[src/rtl/pc_sequencer.sv]
// pc_sequencer: owns the program counter and picks, every cycle, between the
// NPC result, a hold (stall/halt), an interrupt vector, or an exception
// return through the saved EPC.
// Optional build macro: PC_SEQ_INT_NEST_EN enables nested interrupts
// (3-deep EPC stack plus a current-level register). When it is undefined,
// one EPC register is used and interrupts are taken only from RUN.
module pc_sequencer #(
  parameter logic [31:0] RESET_PC = 32'h0000_0000,
  parameter logic [31:0] VEC0     = 32'h0000_0100,
  parameter logic [31:0] VEC1     = 32'h0000_0200,
  parameter logic [31:0] VEC2     = 32'h0000_0300
) (
  input  logic        clk,
  input  logic        rst,
  input  logic [31:0] next_pc,
  input  logic        redirect,
  input  logic        stall,
  input  logic        halt,
  input  logic        go,
  input  logic [2:0]  irq,
  input  logic        eret,
  output logic [31:0] pc,
  output logic        flush,
  output logic [2:0]  int_ack,
  output logic        in_service,
  output logic        halted
);

  localparam logic [1:0] ST_RUN  = 2'd0;
  localparam logic [1:0] ST_ISR  = 2'd1;
  localparam logic [1:0] ST_HALT = 2'd2;

  logic [1:0]  state;
  logic [1:0]  state_next;
  logic [1:0]  ret_state;
  logic [1:0]  ret_state_next;
  logic [31:0] pc_next;
  logic [31:0] ret_addr;
  logic [2:0]  irq_q;
  logic [2:0]  pend;
  logic [2:0]  pend_next;
  logic [2:0]  pend_rise;
  logic [2:0]  win_onehot;
  logic [31:0] win_vec;
  logic [2:0]  ack_mask;
  logic        flush_next;
  logic        in_service_next;
  logic        halted_next;
  logic        last_level;
  logic        preempt_ok;
  logic        do_vector;

  assign pend_rise = irq & ~irq_q;

`ifdef PC_SEQ_INT_NEST_EN
  // Return addresses and the level each one interrupted, indexed by depth.
  logic [31:0] epc_stk [0:2];
  logic [1:0]  lvl_stk [0:2];
  logic [1:0]  cur_lvl;
  logic [1:0]  sp;
  logic [1:0]  top;
  logic [1:0]  win_lvl;
  logic        pop;

  assign top        = sp - 2'd1;
  assign ret_addr   = epc_stk[top];
  assign last_level = (sp == 2'd1);
  assign win_lvl    = pend[0] ? 2'd0 : (pend[1] ? 2'd1 : 2'd2);
  // cur_lvl is 3 outside any handler, so nothing is ever masked in RUN.
  assign preempt_ok = (win_lvl < cur_lvl);
  // ISR excludes HALT, so only halt can outrank an eret here.
  assign pop        = (state == ST_ISR) && !halt && eret;

  // Push on every accepted interrupt, pop on every eret taken in ISR.
  always_ff @(posedge clk) begin
    if (rst) begin
      sp      <= 2'd0;
      cur_lvl <= 2'd3;
      for (int i = 0; i < 3; i++) begin
        epc_stk[i] <= 32'h0;
        lvl_stk[i] <= 2'd3;
      end
    end else if (do_vector) begin
      epc_stk[sp] <= next_pc;
      lvl_stk[sp] <= cur_lvl;
      sp          <= sp + 2'd1;
      cur_lvl     <= win_lvl;
    end else if (pop) begin
      sp      <= top;
      cur_lvl <= lvl_stk[top];
    end
  end
`else
  logic [31:0] epc;

  assign ret_addr   = epc;
  assign last_level = 1'b1;
  assign preempt_ok = 1'b0;

  // Single return address, captured when an interrupt is accepted.
  always_ff @(posedge clk) begin
    if (rst) begin
      epc <= 32'h0;
    end else if (do_vector) begin
      epc <= next_pc;
    end
  end
`endif

  // Fixed priority: the lowest-index pending request wins.
  always_comb begin
    win_onehot = 3'b000;
    win_vec    = VEC0;
    if (pend[0]) begin
      win_onehot = 3'b001;
      win_vec    = VEC0;
    end else if (pend[1]) begin
      win_onehot = 3'b010;
      win_vec    = VEC1;
    end else if (pend[2]) begin
      win_onehot = 3'b100;
      win_vec    = VEC2;
    end
  end

  // Per-cycle sequencing decision: halt > eret > interrupt > stall > normal.
  always_comb begin
    pc_next         = pc;
    state_next      = state;
    ret_state_next  = ret_state;
    flush_next      = 1'b0;
    ack_mask        = 3'b000;
    in_service_next = in_service;
    halted_next     = halted;
    do_vector       = 1'b0;
    if (state == ST_HALT) begin
      // Held pc is the resume address; halt is ignored while halted.
      if (go) begin
        state_next  = ret_state;
        halted_next = 1'b0;
      end
    end else if (halt) begin
      pc_next        = next_pc;
      ret_state_next = state;
      state_next     = ST_HALT;
      halted_next    = 1'b1;
    end else if (eret && (state == ST_ISR)) begin
      pc_next    = ret_addr;
      flush_next = 1'b1;
      if (last_level) begin
        state_next      = ST_RUN;
        in_service_next = 1'b0;
      end
    end else if (!stall && (pend != 3'b000) &&
                 ((state == ST_RUN) || ((state == ST_ISR) && preempt_ok))) begin
      do_vector       = 1'b1;
      pc_next         = win_vec;
      ack_mask        = win_onehot;
      flush_next      = 1'b1;
      state_next      = ST_ISR;
      in_service_next = 1'b1;
    end else if (!stall) begin
      pc_next    = next_pc;
      flush_next = redirect;
    end
    // A fresh edge on the bit being acknowledged keeps it pending.
    pend_next = (pend & ~ack_mask) | pend_rise;
  end

  // Architectural registers; every output is driven straight from a flop.
  always_ff @(posedge clk) begin
    if (rst) begin
      pc         <= RESET_PC;
      state      <= ST_RUN;
      ret_state  <= ST_RUN;
      irq_q      <= 3'b000;
      pend       <= 3'b000;
      flush      <= 1'b0;
      int_ack    <= 3'b000;
      in_service <= 1'b0;
      halted     <= 1'b0;
    end else begin
      pc         <= pc_next;
      state      <= state_next;
      ret_state  <= ret_state_next;
      irq_q      <= irq;
      pend       <= pend_next;
      flush      <= flush_next;
      int_ack    <= ack_mask;
      in_service <= in_service_next;
      halted     <= halted_next;
    end
  end

endmodule

[config.mk]
export PLATFORM = sky130hd
export DESIGN_NAME = pc_sequencer
export DESIGN_NICKNAME = d
export VERILOG_FILES = /design/src/rtl/pc_sequencer.sv
export SDC_FILE = /design/constraint.sdc
export NUM_CORES = 1
export LEC_CHECK = 0
export CAP_MARGIN = 30
export CELL_PAD_IN_SITES_DETAIL_PLACEMENT = 0
export CELL_PAD_IN_SITES_GLOBAL_PLACEMENT = 1
export CORE_UTILIZATION = 32
export DETAILED_ROUTE_END_ITERATION = 6
export PLACE_DENSITY = 0.72
export SKIP_CTS_REPAIR_TIMING = 1
export SLEW_MARGIN = 10
export SYNTH_ARGS = -nofsm -noshare
export SYNTH_HDL_FRONTEND = slang
export SYNTH_SLANG_ARGS = --single-unit
[constraint.sdc]
create_clock -name clk -period 1.8 [get_ports clk]
set_clock_uncertainty 0.15 [all_clocks]
set_input_delay 0.45 -clock clk [delete_from_list [all_inputs] [get_ports clk]]
set_output_delay 0.45 -clock clk [all_outputs]
set_load 0.01 [all_outputs]
======== Word level (Yosys, flattened, before mapping) ========
Index checks and enable logic that the tools add are counted.
W data, S select, Z words.
storage, ports and cells
  word-level logic and storage cells ...... 67
  register bits ........................... 80
  bits of input ports ..................... 42
  output and inout bits ................... 38
cells by class
  muxes and demuxes ....................... 31
  bitwise gates (word level) .............. 7
  reduce and logical (&&, ||, !) cells .... 15
  equal/unequal tests ..................... 4
operators by type and width
  operator              count
  $mux W32              4
  $mux W10              3
  $mux W3               7
  $mux W1               12
  $mux W2               5
  $reduce_and A2 Y1     4
  $and A3 B3 Y3         2
  $not A3 Y3            2
  $ne A4 B1 Y1 const B  1
  $reduce_bool A2 Y1    2
  $reduce_bool A4 Y1    1
  $logic_and A1 B1 Y1   3
  $or A3 B3 Y3          1
  $reduce_and A3 Y1     1
  $reduce_bool A3 Y1    1
  $reduce_or A3 Y1      1
  $eq A2 B1 Y1 const B  1
  $eq A2 B2 Y1 const B  1
  $logic_not A2 Y1      1
  $ne A2 B2 Y1 const B  1
  $not A1 Y1            2
  $logic_not A1 Y1      1

======== Logic depth before layout (Yosys ltp) ========
Gate-level depths: netlist of the first run.
  depth in word-level cells ............... 10
  mapped depth ............................ 7
  depth with buffers taken out ............ 4

======== Worst setup path before layout of the first run ========
Ideal clock, no wire load.
  path type ............................... input port to flip-flop
  start point ............................. in halt
  end point ............................... reg pc[8]
  buffers on the path ..................... 1
  path slack .............................. -0.001 ns
  data required time ...................... 1.533 ns
  data arrival time ....................... 1.534 ns
  setup time .............................. 0.117 ns
  stages .................................. 5
  cell sequence ........................... buf_4 -> or4_1 -> o32ai_1 -> a21oi_1 -> a32o_1
between the ends
  cells in the longest elaborated chain, start to end .. 2
  elaborated cells between the ends (all ways) .. 3
  classes of those cells .................. 1 x eq/ne; 1 x mux; 1 x reduce/logical
ends and longest elaborated chain
  element                             RTL line  text
  start, declared                     18        input logic halt,
  $ne A4 B1 Y1 (no source line)       --
  $reduce_and A2 Y1 (no source line)  --
  end signal, assigned                183       pc <= pc_next;
  end, declared                       22        output logic [31:0] pc,
Parallel ways exist; a longest one is shown, timed or not.
A chain may end at the register's enable or synchronous reset.

======== Final worst setup path of the first run ========
  start point ............................. reg pend[2]
  end point ............................... reg pc[8]
between the ends
  cells in the longest elaborated chain, start to end .. 6
  elaborated cells between the ends (all ways) .. 8
  classes of those cells .................. 1 x eq/ne; 3 x mux; 4 x reduce/logical
ends and longest elaborated chain
  element                              RTL line  text
  start, declared                      40        logic [2:0] pend;
  start signal, assigned               187       pend <= pend_next;
  $reduce_bool A3 Y1 *                 154       end else if (!stall && (pend != 3'b000) &&
  $logic_and A1 B1 Y1 * (2 in series)  154
  $mux W32                             154
  $mux W32                             147       end else if (eret && (state == ST_ISR)) begin
  $mux W32                             142       end else if (halt) begin
Mark *: on every way between the ends. The rest lies on a longest branch, timed or not.

==> results.md, run 1 <==
* Worst Path Required at around 1.9 ns
* Worst hold margin at between 0.2 and 0.3 ns
* Num ports at 80
* Tightest Pin Transition at around 0.38 ns
* Worst reg-to-reg setup slack at between 0.06 and 0.07 ns
* DRT iter0 DRCs at roughly 110
* Site row count at 36
* Layout Cells excl Fill at around 600
* CTS clock-pin slew for the worst setup and hold paths at 0.08 ns
* Layout area overhead at 49.3%
* ANT nets after route at 0
* Max-Slew Margin vs Limit at between 70% and 80%
* CP cell instances: or3_4 -> a21oi_4 -> buf_12 -> a21oi_1 -> a32o_1
* Clk pwr share at around 31%
* Routed vias at slightly above 3000
* Yosys reg bits at 80
* Via-per-instance ratio at 5.08
* Final Hold Vio Count at 0
* Seq/Total Area, Yosys at 49.7%
* Clock Latency Late Sink at 0.35 ns
* Power Internal at a little over 3000 uW
* Hold endpoint: epc[10]$_SDFFE_PP0P_
* First-pass GRT wire length at between 10000 and 15000 um
* Met2 Use GR at 28.4%
* Syn Inst Count at 371
* Critical path's largest stage delay at between 0.4 and 0.5 ns
* Status: finished, final reports clean
* Crit Path Max Fanout at 8
* CP endpoint kind: register
* Unique masters post-synth at 36
* HP Class: in2reg
* Worst path slowest cell: or3_4
* Hold wc startpoint: rst
* CTS root buf: clkbuf_8
* Clk sinks at 80
* Sw frac at between 20% and 30%
* ANT cells at 0
* Crit start category: register
* Reg-to-Reg End: pc[8]$_SDFFE_PP0P_
* Final Max Slew Viols at 0
* Nets@finish at 509
* Busiest grt layer: met2
* Fraction of layout cells with a size suffix above 1 at between 10% and 20%
* Peak supply drop at approximately 0.36 mV
* H-tree Lvls at 3
* Fin util at approximately 49%
* Setup CP Type: reg2reg
* Post-Syn Area per Cell at 8.69 um2
* Die height at just over 100 um
* Syn_nets at about 410
* Sequential Area at about 0.0016 mm2
* GRT Util Overall at a little under a fifth
* Worst EP arrival at between 1.5 and 2 ns
* Leakage Power at 0.00239 uW
* Pwr Total at 4310 uW
* Fill cells at between 900 and 1000
* Clock Tree Buf Depth at 2
* Final setup violation count at 0
* Flop pwr share at between 40% and 50%
* Global route overflow at 0
* Die width at 102 um
* Comb power frac at roughly 23%
* Final Cycle Share at 96.4%
* Net Switching at roughly 1200 uW
* Total die area at 0.0105 mm2
* M3 GR Usage at between 4 and 5%
* Antenna violations before repair at 0
* Post-DP HPWL at between 5000 and 6000 um
* Top delay family on crit path: compound AO/OA/AOI/OAI gates
* Achievable Freq at 576 MHz
* CTS Buf Count at 9
* CTS tree: yes
* Remaining DRCs at 0
* Minimum clock period at ~1.7 ns
* Footprint of the multi-input gates at between 0.001 and 0.0015 mm2
* Power Density at between 800 and 900 mW/mm2
* WL/cell at 16.1 um
* R2r startpoint: pend[2]$_SDFF_PP0_
* Vias in the first global route at around 3000
* Yosys warning count at 0
* Largest net degree at the start of global routing at 31
* Post-Place Cells at about 580
* Core ar. at slightly below 0.01 mm2
* Synthesized cell area at 0.00322 mm2
* TritonRoute pass-1 iters at 4
* PortBufs at between 70 and 80
* Met1 usage at around a quarter
* Initial core utilization at about 33%
* Register-to-Register Path Depth at 5
* Routability cong. at 0.759
* Worst hold path stage count at 2
* Worst path bufs/invs at 1
* Final wirelength at 9710 um
* Max-cap check violation count at 0
* Worst path depth at 5
[cells in the final DEF (no fill, tap or decap), drive strengths merged]
master / Yosys / final
nand2b: 4 / 4
clkinv: 0 / 2
nand3b: 1 / 1
o32ai: 1 / 1
clkbuf: 19 / 14
o31ai: 30 / 30
a22oi: 31 / 31
nor2: 8 / 8
nor4: 1 / 1
and2: 1 / 1
nand4bb: 1 / 1
a41oi: 1 / 1
a32o: 2 / 2
dlymetal6s2s: 0 / 41
nor3: 3 / 3
nor4b: 1 / 1
nor2b: 5 / 5
o221a: 2 / 2
o21ai: 2 / 2
a2111oi: 1 / 1
or4: 1 / 1
a21o: 1 / 1
nor4bb: 1 / 1
o22ai: 1 / 1
bufinv: 0 / 1
inv: 8 / 9
clkinvlp: 0 / 1
dfxtp: 80 / 80
nand2: 71 / 71
or3: 1 / 1
buf: 16 / 38
a2bb2oi: 2 / 2
clkdlybuf4s50: 0 / 37
o311a: 1 / 1
a31o: 1 / 1
a21oi: 72 / 72
a31oi: 1 / 1
[registers in the layout, summed over array words and instances, names as in the netlist]
signal	cells
flush	1
pc	32
state	2
halted	1
int_ack	3
irq_q	3
in_service	1
ret_state	2
epc	32
pend	3
[cell usage after synthesis]
cell type,number,area [um2]
a41oi_1,1,8.76
o31ai_1,30,225
a2111oi_0,1,8.76
buf_4,5,37.5
a21o_1,1,7.51
nor4bb_1,1,10.0
and2_1,1,6.26
nor2_1,8,30.0
nand2b_1,4,25.0
o21ai_0,2,10.0
a21oi_2,1,8.76
buf_1,1,3.75
nand3b_1,1,7.51
inv_1,8,30.0
or4_1,1,7.51
nor4b_1,1,8.76
a31o_2,1,8.76
or3_1,1,6.26
nand2_1,71,267
nor2b_1,5,31.3
nor4_4,1,21.3
buf_2,6,30.0
o311a_1,1,10.0
o32ai_1,1,8.76
o22ai_1,1,6.26
clkbuf_1,19,71.3
nand4bb_1,1,11.3
a32o_1,2,20.0
buf_6,4,45.0
a21oi_1,71,355
a2bb2oi_1,2,17.5
o221a_2,2,22.5
a22oi_1,31,233
dfxtp_1,80,1600
a31oi_1,1,6.26
nor3_1,3,15.0
[power by group through the flow]
stage	combinational, uW	clock [uW]	sequential [uW]
global route	1050	1450	2020
global placement	894	0	2040
floorplan	390	0	2070
CTS	908	1360	2000
detailed placement	903	0	2040
finish	976	1340	2000
[final cells by class]
cell class	count	area share, %
inverter	8	0.624
timing repair buffer	120	27.8
multi-input combinational	248	30.7
clock inverter	5	1.17
sequential	80	33.3
tap	133	3.46
clock buffer	10	2.86
[how the worst max path moves through the flow]
stage / from / slack (ns) / endpoint
floorplan: halt / -0.0009 / pc[8]$_SDFFE_PP0P_
global placement: stall / -0.62 / flush$_SDFF_PP0_
detailed placement: stall / -0.61 / flush$_SDFF_PP0_
CTS: stall / -0.26 / flush$_SDFF_PP0_
global route: state[1]$_SDFFE_PP0P_ / -0.01 / epc[6]$_SDFFE_PP0P_
finish: pend[2]$_SDFF_PP0_ / 0.06 / pc[8]$_SDFFE_PP0P_
[logic make-up (layout without fill, tap and decap cells)]
logic type,after synthesis,after routing,share of synthesized area [%]
AND/OR/NAND/NOR,99,99,13.9
flip-flops,80,80,49.7
AO/OA/AOI/OAI,149,149,29.7
buffers and inverters,43,143,6.75
[per-layer routing]
layer | up-vias | part of all wire [%]
li1 | 1528 | -
met1 | 1427 | 47
met2 | 99 | 45
met3 | 13 | 7.2
met4 | 0 | 1.2
met5 | - | 0
[stage by stage]
stage	setup TNS [ns]	setup slack (ns)	area, um2
floorplan	-0.000887	-0.000887	3220
global placement	-32.31	-0.619	4340
detailed placement	-33.54	-0.608	4340
CTS	-9.41	-0.255	4540
global route	-0.0244	-0.0111	4810
finish	0	0.0649	4810
(Power assumes the default switching activity.)
==> inputs of run 2 (changes only) <==
--- a/config.mk
+++ b/config.mk
@@ -8,6 +8,7 @@
 export CAP_MARGIN = 30
 export CELL_PAD_IN_SITES_DETAIL_PLACEMENT = 0
 export CELL_PAD_IN_SITES_GLOBAL_PLACEMENT = 1
+export CORE_ASPECT_RATIO = 0.7
 export CORE_UTILIZATION = 32
 export DETAILED_ROUTE_END_ITERATION = 6
 export PLACE_DENSITY = 0.72
==> results.md, run 2 (synthesized netlist as in run 1, its figures left out) <==
* Clock Tree Buf Depth at 2
* Worst Path Required at about 1.9 ns
* HP Class: reg2reg
* CTS root buf: clkbuf_16
* GRT Util Overall at between 10% and 20%
* CTS clock-pin slew for the worst setup and hold paths at 0.06 ns
* Clock Latency Late Sink at ~0.34 ns
* Final wirelength at a little over 10000 um
* Fraction of layout cells with a size suffix above 1 at between 10% and 20%
* H-tree Lvls at 3
* Site row count at 30
* Largest net degree at the start of global routing at 34
* WL/cell at about 17 um
* ANT nets after route at 0
* Final Cycle Share at around 100%
* Crit start category: register
* Minimum clock period at 1.80 ns
* Worst EP arrival at between 1.5 and 2 ns
* Commonest non-fill, non-tap cell in the layout: dfxtp_1
* Via-per-instance ratio at approximately 5.2
* Finished Cell Area at 0.00502 mm2
* Antenna violations before repair at 0
* Worst path slowest cell: nor4_4
* Tightest Pin Transition at 0.386 ns
* Worst hold margin at about 0.30 ns
* Pwr Total at approximately 5000 uW
* Most frequent cells in the layout: dfxtp_1 (78), a21oi_1 (69), nand2_1 (69)
* Post-DP HPWL at a little over 6000 um
* Biggest regs: epc: 32 flops, pc: 32 flops
* Die width at 122 um
* Critical path's largest stage delay at about 0.41 ns
* DRT iter0 DRCs at between 200 and 250
* Total negative slack at 0 ns
* Sequential Area at 0.00161 mm2
* Final Hold Vio Count at 0
* CTS tree: yes
* Leakage Power at 0.00241 uW
* Routability cong. at 0.756
* Remaining DRCs at 0
* Placed Area at between 0.004 and 0.005 mm2
* Power Density at 994 mW/mm2
* CP endpoint kind: register
* Final setup violation count at 0
* Fill cells at 869
* Crit Path Max Fanout at 16
* Initial core utilization at 33.2%
* Vias in the first global route at around 3100
* Max-cap check violation count at 0
* Die height at about 86 um
* Worst path bufs/invs at 2
* Status: finished, final reports clean
* Top delay family on crit path: simple AND/OR/NAND/NOR gates
* TritonRoute pass-1 iters at 4
* Global route overflow at 0
* Final Max Slew Viols at 0
* Footprint of the multi-input gates at 0.00153 mm2
* Nets@finish at 509
* Num ports at 80
* Layout area overhead at 55.7%
* Clk sinks at 80
* Peak supply drop at 0.525 mV
* Total die area at approximately 0.010 mm2
* CP cell instances: nor4_4 -> buf_4 -> and2_4 -> clkbuf_16 -> nand2_1 -> a21oi_1
* ANT cells at 0
* Unrepaired setup endpoints after global routing: yes
* Routed vias at between 3000 and 4000
* PortBufs at around 80
* CTS Buf Count at 9
* First-pass GRT wire length at about 15000 um
* Max-Slew Margin vs Limit at around 74%
* Achievable Freq at around 560 MHz
* Core ar. at a little under 0.01 mm2
* Setup CP Type: reg2reg
## run 2: changes by cell type in the layout (fill, tap and decap cells not counted), sizes merged
cell	before	now
a21oi	72	73
bufinv	1	2
clkbuf	14	16
clkdlybuf4s50	37	39
clkinv	2	1
dlymetal6s2s	41	38
inv	9	7
## run 2: worst register-to-register path, delay by kind of cell, from the launching register on
kind	cells	cell delay [ns]
AOI/OAI and AO/OA	1	0.14
buffers and inverters	2	0.39
DFF	1	0.37
and+or+nand+nor	3	0.68
## run 2: worst paths after layout
| kind | cells past startpoint | slack, ns | startpoint | to |
|---|---|---|---|---|
| hold / removal | 2 | 0.30 | epc[21]$_SDFFE_PP0P_ | epc[21]$_SDFFE_PP0P_ |
| setup reg to reg | 6 | 0.0007 | state[1]$_SDFFE_PP0P_ | epc[3]$_SDFFE_PP0P_ |
| setup / recovery | 6 | 0.0007 | state[1]$_SDFFE_PP0P_ | epc[3]$_SDFFE_PP0P_ |
| hold reg to reg | 2 | 0.30 | epc[21]$_SDFFE_PP0P_ | epc[21]$_SDFFE_PP0P_ |
## run 2: layout make-up
type | count | share of cell area (%)
flip-flops and latches | 80 | 32.0
well taps | 128 | 3.19
repair buffers | 119 | 27.2
inverters | 8 | 0.673
clock buffers | 12 | 5.11
multi-input cells | 249 | 30.5
clock inverters | 3 | 1.30
## run 2: power breakdown
group	total [uW]	internal (uW)	switching, uW
logic	1000	525	477
clock network	1970	1280	694
registers	2010	1920	94.2
total	4990	3720	1270
## run 2: metrics by stage
stage / cells / util (%) / worst slack, ns
floorplan: 371 / - / -0.000887
global placement: 574 / 44.5 / -0.859
detailed placement: 574 / 44.5 / -0.877
CTS: 589 / 47.8 / -0.521
global route: 599 / 51.6 / -0.0696
finish: 599 / 51.6 / 0.000687
## run 2: per-layer routing
metal	vias up	share of wire [%]	track usage (%)
met3	9	7.5	5.92
met4	0	0.88	5.61
met1	1479	48	26.0
met5	-	0	0
met2	106	43	29.4
li1	1523	-	-
==> inputs of run 3 (changes only) <==
--- a/config.mk
+++ b/config.mk
@@ -11,6 +11,7 @@
 export CORE_ASPECT_RATIO = 0.7
 export CORE_UTILIZATION = 32
 export DETAILED_ROUTE_END_ITERATION = 6
+export GPL_ROUTABILITY_DRIVEN = 0
 export PLACE_DENSITY = 0.72
 export SKIP_CTS_REPAIR_TIMING = 1
 export SLEW_MARGIN = 10
==> results of run 3 <==
No change in the layout: final DEF, timing and power equal those of run 2.
